$ cat src/rtl/rasterint_multi_ctrl_pkg.sv
// Shared constants for the multi-channel raster interrupt controller:
// register offsets, control-bit positions and the pulse FSM encoding.
package rasterint_multi_ctrl_pkg;

    localparam int unsigned LINE_OFS = 0;
    localparam int unsigned CTRL_OFS = 1;

    localparam int unsigned CTRL_LINE8_BIT  = 0;
    localparam int unsigned CTRL_EN_BIT     = 1;
    localparam int unsigned GCTRL_VRDIS_BIT = 0;
    localparam int unsigned GCTRL_RIP_BIT   = 7;

    function automatic int unsigned status_ofs(input int unsigned nchan);
        return 2 * nchan;
    endfunction

    function automatic int unsigned gctrl_ofs(input int unsigned nchan);
        return 2 * nchan + 1;
    endfunction

    typedef enum logic {
        StIdle,
        StActive
    } state_e;

endpackage

$ cat src/rtl/rasterint_channel.sv
// One raster comparator channel: programmable line, enable, and a
// rising-edge match detector so a stalled beam position yields one event.
module rasterint_channel
    import rasterint_multi_ctrl_pkg::*;
#(
    parameter logic [8:0] HTRIGGER = 9'd0
) (
    input  logic       clk,
    input  logic       rst_n,
    input  logic       wr_line_i,
    input  logic       wr_ctrl_i,
    input  logic [7:0] din_i,
    input  logic [8:0] hc_i,
    input  logic [8:0] vc_i,
    output logic [8:0] line_o,
    output logic       en_o,
    output logic       event_o
);

    logic [8:0] line_q, line_d;
    logic       en_q, en_d;
    logic       match, match_q;

    always_comb begin
        line_d = line_q;
        en_d   = en_q;
        if (wr_line_i) begin
            line_d[7:0] = din_i;
        end
        if (wr_ctrl_i) begin
            line_d[8] = din_i[CTRL_LINE8_BIT];
            en_d      = din_i[CTRL_EN_BIT];
        end
    end

    assign match   = en_q & (vc_i == line_q) & (hc_i == HTRIGGER);
    assign event_o = match & ~match_q;
    assign line_o  = line_q;
    assign en_o    = en_q;

    always_ff @(posedge clk) begin
        if (!rst_n) begin
            line_q  <= 9'h1FF;
            en_q    <= 1'b0;
            match_q <= 1'b0;
        end else begin
            line_q  <= line_d;
            en_q    <= en_d;
            match_q <= match;
        end
    end

endmodule

$ cat src/rtl/rasterint_multi_ctrl.sv
// Multi-channel raster interrupt controller on the ZX-UNO register bus:
// NCHAN line comparators plus vertical retrace sharing one int_n pulse.
module rasterint_multi_ctrl
    import rasterint_multi_ctrl_pkg::*;
#(
    parameter int unsigned NCHAN         = 4,
    parameter logic [7:0]  BASEADDR      = 8'h40,
    parameter logic [8:0]  HTRIGGER      = 9'd0,
    parameter logic [8:0]  VRETRACE_LINE = 9'd248,
    parameter int unsigned INT_LEN       = 32
) (
    input  logic             clk,
    input  logic             rst_n,
    input  logic [7:0]       zxuno_addr,
    input  logic             zxuno_regrd,
    input  logic             zxuno_regwr,
    input  logic [7:0]       din,
    output logic [7:0]       dout,
    output logic             oe_n,
    input  logic [8:0]       hc,
    input  logic [8:0]       vc,
    output logic             int_n,
    output logic             raster_int_in_progress,
    output logic [NCHAN-1:0] pending
);

    localparam int unsigned CW       = $clog2(INT_LEN + 1);
    localparam logic [7:0]  STATUS_A = 8'(status_ofs(NCHAN));
    localparam logic [7:0]  GCTRL_A  = 8'(gctrl_ofs(NCHAN));

    logic [7:0]       ofs;
    logic             sel, wr_en;
    logic [8:0]       line [NCHAN];
    logic [NCHAN-1:0] en, ch_event;
    logic [NCHAN-1:0] pending_q, pending_d;
    logic             vrdis_q, vrdis_d;
    logic             match_v, match_v_q, v_event;
    state_e           state_q, state_d;
    logic [CW-1:0]    cnt_q, cnt_d;
    logic             rip_q, rip_d;

    assign ofs   = zxuno_addr - BASEADDR;
    assign sel   = (zxuno_addr >= BASEADDR) && (ofs <= GCTRL_A);
    assign wr_en = zxuno_regwr && sel;

    for (genvar k = 0; k < NCHAN; k++) begin : g_chan
        localparam logic [7:0] LineA = 8'(2 * k + LINE_OFS);
        localparam logic [7:0] CtrlA = 8'(2 * k + CTRL_OFS);

        rasterint_channel #(
            .HTRIGGER(HTRIGGER)
        ) u_chan (
            .clk      (clk),
            .rst_n    (rst_n),
            .wr_line_i(wr_en && (ofs == LineA)),
            .wr_ctrl_i(wr_en && (ofs == CtrlA)),
            .din_i    (din),
            .hc_i     (hc),
            .vc_i     (vc),
            .line_o   (line[k]),
            .en_o     (en[k]),
            .event_o  (ch_event[k])
        );
    end

    assign match_v = ~vrdis_q & (vc == VRETRACE_LINE) & (hc == HTRIGGER);
    assign v_event = match_v & ~match_v_q;

    // A new event outranks a same-cycle write-1-clear.
    always_comb begin
        pending_d = pending_q;
        vrdis_d   = vrdis_q;
        if (wr_en && (ofs == STATUS_A)) begin
            pending_d = pending_q & ~din[NCHAN-1:0];
        end
        if (wr_en && (ofs == GCTRL_A)) begin
            vrdis_d = din[GCTRL_VRDIS_BIT];
        end
        pending_d = pending_d | ch_event;
    end

    always_comb begin
        state_d = state_q;
        cnt_d   = cnt_q;
        rip_d   = rip_q;
        case (state_q)
            StIdle: begin
                if ((|ch_event) || v_event) begin
                    state_d = StActive;
                    cnt_d   = CW'(INT_LEN - 1);
                    rip_d   = |ch_event;
                end
            end
            StActive: begin
                if (cnt_q == '0) begin
                    state_d = StIdle;
                    rip_d   = 1'b0;
                end else begin
                    cnt_d = cnt_q - 1'b1;
                end
            end
            default: state_d = StIdle;
        endcase
    end

    always_ff @(posedge clk) begin
        if (!rst_n) begin
            pending_q <= '0;
            vrdis_q   <= 1'b0;
            match_v_q <= 1'b0;
            state_q   <= StIdle;
            cnt_q     <= '0;
            rip_q     <= 1'b0;
        end else begin
            pending_q <= pending_d;
            vrdis_q   <= vrdis_d;
            match_v_q <= match_v;
            state_q   <= state_d;
            cnt_q     <= cnt_d;
            rip_q     <= rip_d;
        end
    end

    always_comb begin
        dout = 8'hFF;
        oe_n = 1'b1;
        if (zxuno_regrd && sel) begin
            oe_n = 1'b0;
            dout = 8'h00;
            for (int k = 0; k < NCHAN; k++) begin
                if (ofs == 8'(2 * k + LINE_OFS)) begin
                    dout = line[k][7:0];
                end
                if (ofs == 8'(2 * k + CTRL_OFS)) begin
                    dout[CTRL_LINE8_BIT] = line[k][8];
                    dout[CTRL_EN_BIT]    = en[k];
                end
            end
            if (ofs == STATUS_A) begin
                dout[NCHAN-1:0] = pending_q;
            end
            if (ofs == GCTRL_A) begin
                dout[GCTRL_VRDIS_BIT] = vrdis_q;
                dout[GCTRL_RIP_BIT]   = rip_q;
            end
        end
    end

    assign int_n                  = (state_q != StActive);
    assign raster_int_in_progress = rip_q;
    assign pending                = pending_q;

endmodule

$ cat config.mk
export PLATFORM = sky130hd
export DESIGN_NAME = rasterint_multi_ctrl
export DESIGN_NICKNAME = d
export VERILOG_FILES = /design/src/rtl/rasterint_multi_ctrl_pkg.sv /design/src/rtl/rasterint_channel.sv /design/src/rtl/rasterint_multi_ctrl.sv
export SDC_FILE = /design/constraint.sdc
export NUM_CORES = 1
export LEC_CHECK = 0
export CAP_MARGIN = 10
export CORE_MARGIN = 2
export CORE_UTILIZATION = 50
export CTS_CLUSTER_SIZE = 20
export DETAILED_ROUTE_END_ITERATION = 8
export DONT_BUFFER_PORTS = 1
export PLACE_DENSITY = 0.69
export SYNTH_ARGS = -nofsm -noshare
export SYNTH_HDL_FRONTEND = slang
export SYNTH_SLANG_ARGS = --single-unit
$ cat constraint.sdc
create_clock -name clk -period 3.71 [get_ports clk]
set_input_delay 0.1855 -clock clk [delete_from_list [all_inputs] [get_ports clk]]
set_output_delay 0.1855 -clock clk [all_outputs]
set_load 0.005 [all_outputs]
==> flow_summary_export.csv <==
group,metric,value,unit
floorplan,dieHeight,84.6,um
logic_synthesis,synth_top_area_share,35.7,%
worst_setup_path,start_kind,"primary input",
worst_setup_path,path_class,"primary input to flop",
clock_tree,cts-root-buf,"clkbuf_8",
detailed_routing,dr.first_iter.drc_count,273,
worst_setup_path,crit_cells,6,
timing,finalSetupTns,0,ps
clock_tree,ctsResizeCount,0,
placed_design,placed_area,3230,um2
global_route,overflow,0,
timing,slew_headroom,50.3,%
cells_and_area,nNetsFinal,415,
placed_design,port_buffers,0,
clock_tree,cts_hold_buf,10,
logic_synthesis,ys_seq_elements,58,
timing,tightest_slew,735,ps
clock_tree,clkSinkCount,58,
detailed_routing,drtAntennaViolNets,0,
logic_synthesis,synth_ff_type,"dfxtp_1",
placed_design,post-dp-hpwl,6.52,mm
floorplan,die_w,84.6,um
logic_synthesis,synthCells,378,
detailed_routing,dr.pass1.iters,5,
clock_tree,clk_latency,350,ps
logic_synthesis,synthDistinctLibCells,52,
pwr,p_clk_share,51.5,%
clock_tree,cts_tree,"yes",
pwr,ir_worst_vdd,412,uV
timing,period_minus_slack,2420,ps
floorplan,die-area,7160,um2
global_route,antenna_found_initial,0,
worst_setup_path,critical_path_required,3950,ps
worst_setup_path,cpPeakStageDelay,600,ps
worst_setup_path,crit_family,"simple AND/OR/NAND/NOR gates",
logic_synthesis,synthTopCellsByCount,"nand2_1, dfxtp_1, xnor2_1, mux2i_1, nand3_1",
hold_path,hp-class,"primary input to flop",
worst_setup_path,cp_slowest_cell,"or4b_4",
floorplan,num_io_pins,53,
cells_and_area,fillers,609,
timing,drv_slew,0,
detailed_routing,drt-total-wl,9.39,mm
run,maxCapViolations,0,
detailed_routing,via_count,2864,
worst_setup_path,crit_chain,"or4b_4 > nor4_4 > nand3_2 > mux2i_1 > nand2_1 > dlygate4sd3_1",
logic_synthesis,ys_seq_area_share,35.7,%
cells_and_area,drive_gt1_share,9.47,%
timing,setup_viol,0,
timing,fin_crit_sh,65.4,%
logic_synthesis,synth.most_common_cell,"nand2_1",
placed_design,dpl.cell_count,430,
detailed_routing,wl_per_cell,20.6,um
pwr,netSwitchingFraction,20.5,%
pwr,p_leak,1.34,nW
timing,max_freq,412,MHz
global_route,grt_max_degree,52,
worst_setup_path,reg2reg_depth,6,
pwr,cellInternalPower,0.00114,W
clock_tree,cts_buffers,9,
pwr,power_switching,0.000293,W
cells_and_area,multi_input_area,1940,um2
floorplan,core.rowCount,29,
worst_setup_path,critical_path.max_fanout,8,
worst_setup_path,crit_arrival,2660,ps
cells_and_area,diodes,0,
floorplan,initial_core_util,51.5,%
cells_and_area,seqCellArea,1160,um2
worst_setup_path,worst-path-buf-inv,1,
worst_setup_path,timing.rr.start,"g_chan[2].u_chan.line_o[6]$_SDFFE_PN1P_",
logic_synthesis,synth_nets,418,
logic_synthesis,yosys.area.top_type,"dfxtp_1",
clock_tree,clk_path_buf_depth,2,
clock_tree,cts_setup_buffers,0,
timing,finalClockSkew,7.13,ps
cells_and_area,area_growth,10.7,%
pwr,power.density,398,nW/um2
cells_and_area,design_area,3600,um2
clock_tree,path_clk_slew,70,ps
worst_setup_path,crit_path_start,"zxuno_addr[5]",
cells_and_area,layout.cells.non_filler,457,
worst_setup_path,endpoint_kind,"flop",
logic_synthesis,syn_area_per_cell,8.60,um2
floorplan,core_area,6310,um2
logic_synthesis,synthTopCellsByArea,"dfxtp_1, xnor2_1, mux2i_1",
logic_synthesis,yosys_warnings,0,
global_route,grt_pass1_vias,2702,
pwr,p_seq_share,43.5,%
timing,grt_setup_unrepaired,"no",
detailed_routing,drc,0,
pwr,pwr-share-comb,5.0,%
status,status,"completed",
detailed_routing,vias_per_cell,6.27,
timing,finalHoldViolations,0,
hold_path,hp-start,"vc[3]",
hold_path,whs_path_depth,2,
placed_design,place_congestion,0.920,
global_route,grt_pass1_wl,14.6,mm
logic_synthesis,async_flop_share,0,%
global_route,grt_use_total,27.1,%
logic_synthesis,netlist_area,3250,um2
clock_tree,h-tree-depth,3,
logic_synthesis,synth_edf_count,0,
==> state kept, by name (all words and copies together), names as in the netlist <==
register	count
match_v_q	1
raster_int_in_progress	1
pending	4
cnt_q	6
g_chan.u_chan.line_o	36
g_chan.u_chan.en_o	4
vrdis_q	1
g_chan.u_chan.match_q	4
state_q	1
==> layout make-up <==
| type | count | area share, % |
|---|---|---|
| sequential | 58 | 32.3 |
| inverter | 9 | 0.939 |
| clock inverter | 5 | 2.78 |
| multi-input combinational | 286 | 53.9 |
| timing repair buffer | 11 | 3.20 |
| clock buffer | 11 | 4.21 |
| tap | 77 | 2.68 |
==> power by group through the flow <==
| stage | clock, W | sequential (W) | combinational (W) |
|---|---|---|---|
| global route | 0.000778 | 0.000622 | 0.0000754 |
| CTS | 0.000743 | 0.000623 | 0.0000703 |
| global placement | 0 | 0.000637 | 0.0000475 |
| detailed placement | 0 | 0.000637 | 0.0000475 |
| finish | 0.000737 | 0.000623 | 0.0000710 |
| floorplan | 0 | 0.000637 | 0.0000665 |
==> per-layer routing <==
layer	track usage (%)	vias up	part of all wire [%]
li1	-	1328	-
met1	33.5	1392	41
met2	43.9	124	48
met3	10.0	20	8.6
met4	8.66	0	2.2
met5	0	-	0
==> metrics by stage <==
stage / hold slack [ps] / total power (W) / setup slack (ps) / utilization, %
global route: 21.9 / 0.00148 / 1240 / 57.0
floorplan: 309 / 0.000703 / 1820 / -
finish: 6.41 / 0.00143 / 1290 / 57.0
global placement: 253 / 0.000684 / 1550 / 51.2
CTS: 3.41 / 0.00144 / 1370 / 56.9
detailed placement: 257 / 0.000684 / 1500 / 51.2
==> worst reg2reg max path: stages, from the launching register on <==
cell and delay (ps):
dfxtp_1 380, xnor2_1 130, nand4_1 120, nor4_1 550
a21oi_1 170, a211oi_2 530, o41a_1 230
==> cells by family (layout without fill, tap and decap cells) <==
kind of cell | after synthesis | in the layout | share of synthesized area [%]
AOI/OAI and AO/OA | 40 | 40 | 9.36
and+or+nand+nor | 172 | 172 | 28.0
adders and majority gates | 2 | 2 | 0.770
xor gates and xnor gates | 39 | 39 | 10.5
DFF | 58 | 58 | 35.7
muxes | 33 | 33 | 11.1
buffers and inverters | 34 | 36 | 4.58
==> cell usage in the layout, fill, tap and decap left out, types with 3 or more instances in the layout <==
master and count:
nand3_1 22, clkbuf_8 11, a21oi_1 6, nor3_1 5, o31a_1 4, nor2_1 16, mux2_2 4, a32oi_1 4
nand4_1 11, nor4_1 10, dfxtp_1 58, a221oi_1 5, mux2i_1 27, o21ai_0 3, dlygate4sd3_1 9, nor2b_1 12
nand2_1 71, a22oi_1 4, bufinv_16 3, inv_1 9, and4_1 3, and3_1 6, xnor2_1 37
==> path summary, 6_finish.rpt <==
path                                                           endpoint  slack (ps)
worst max-delay path            g_chan[1].u_chan.line_o[3]$_SDFFE_PN1P_        1290
worst min-delay path                               match_v_q$_SDFF_PN0_           6
worst max register to register                    cnt_q[0]$_SDFFE_PN0P_        1550
worst min register to register  g_chan[0].u_chan.line_o[6]$_SDFFE_PN1P_         510
Power figures use the tool's default switching activity.
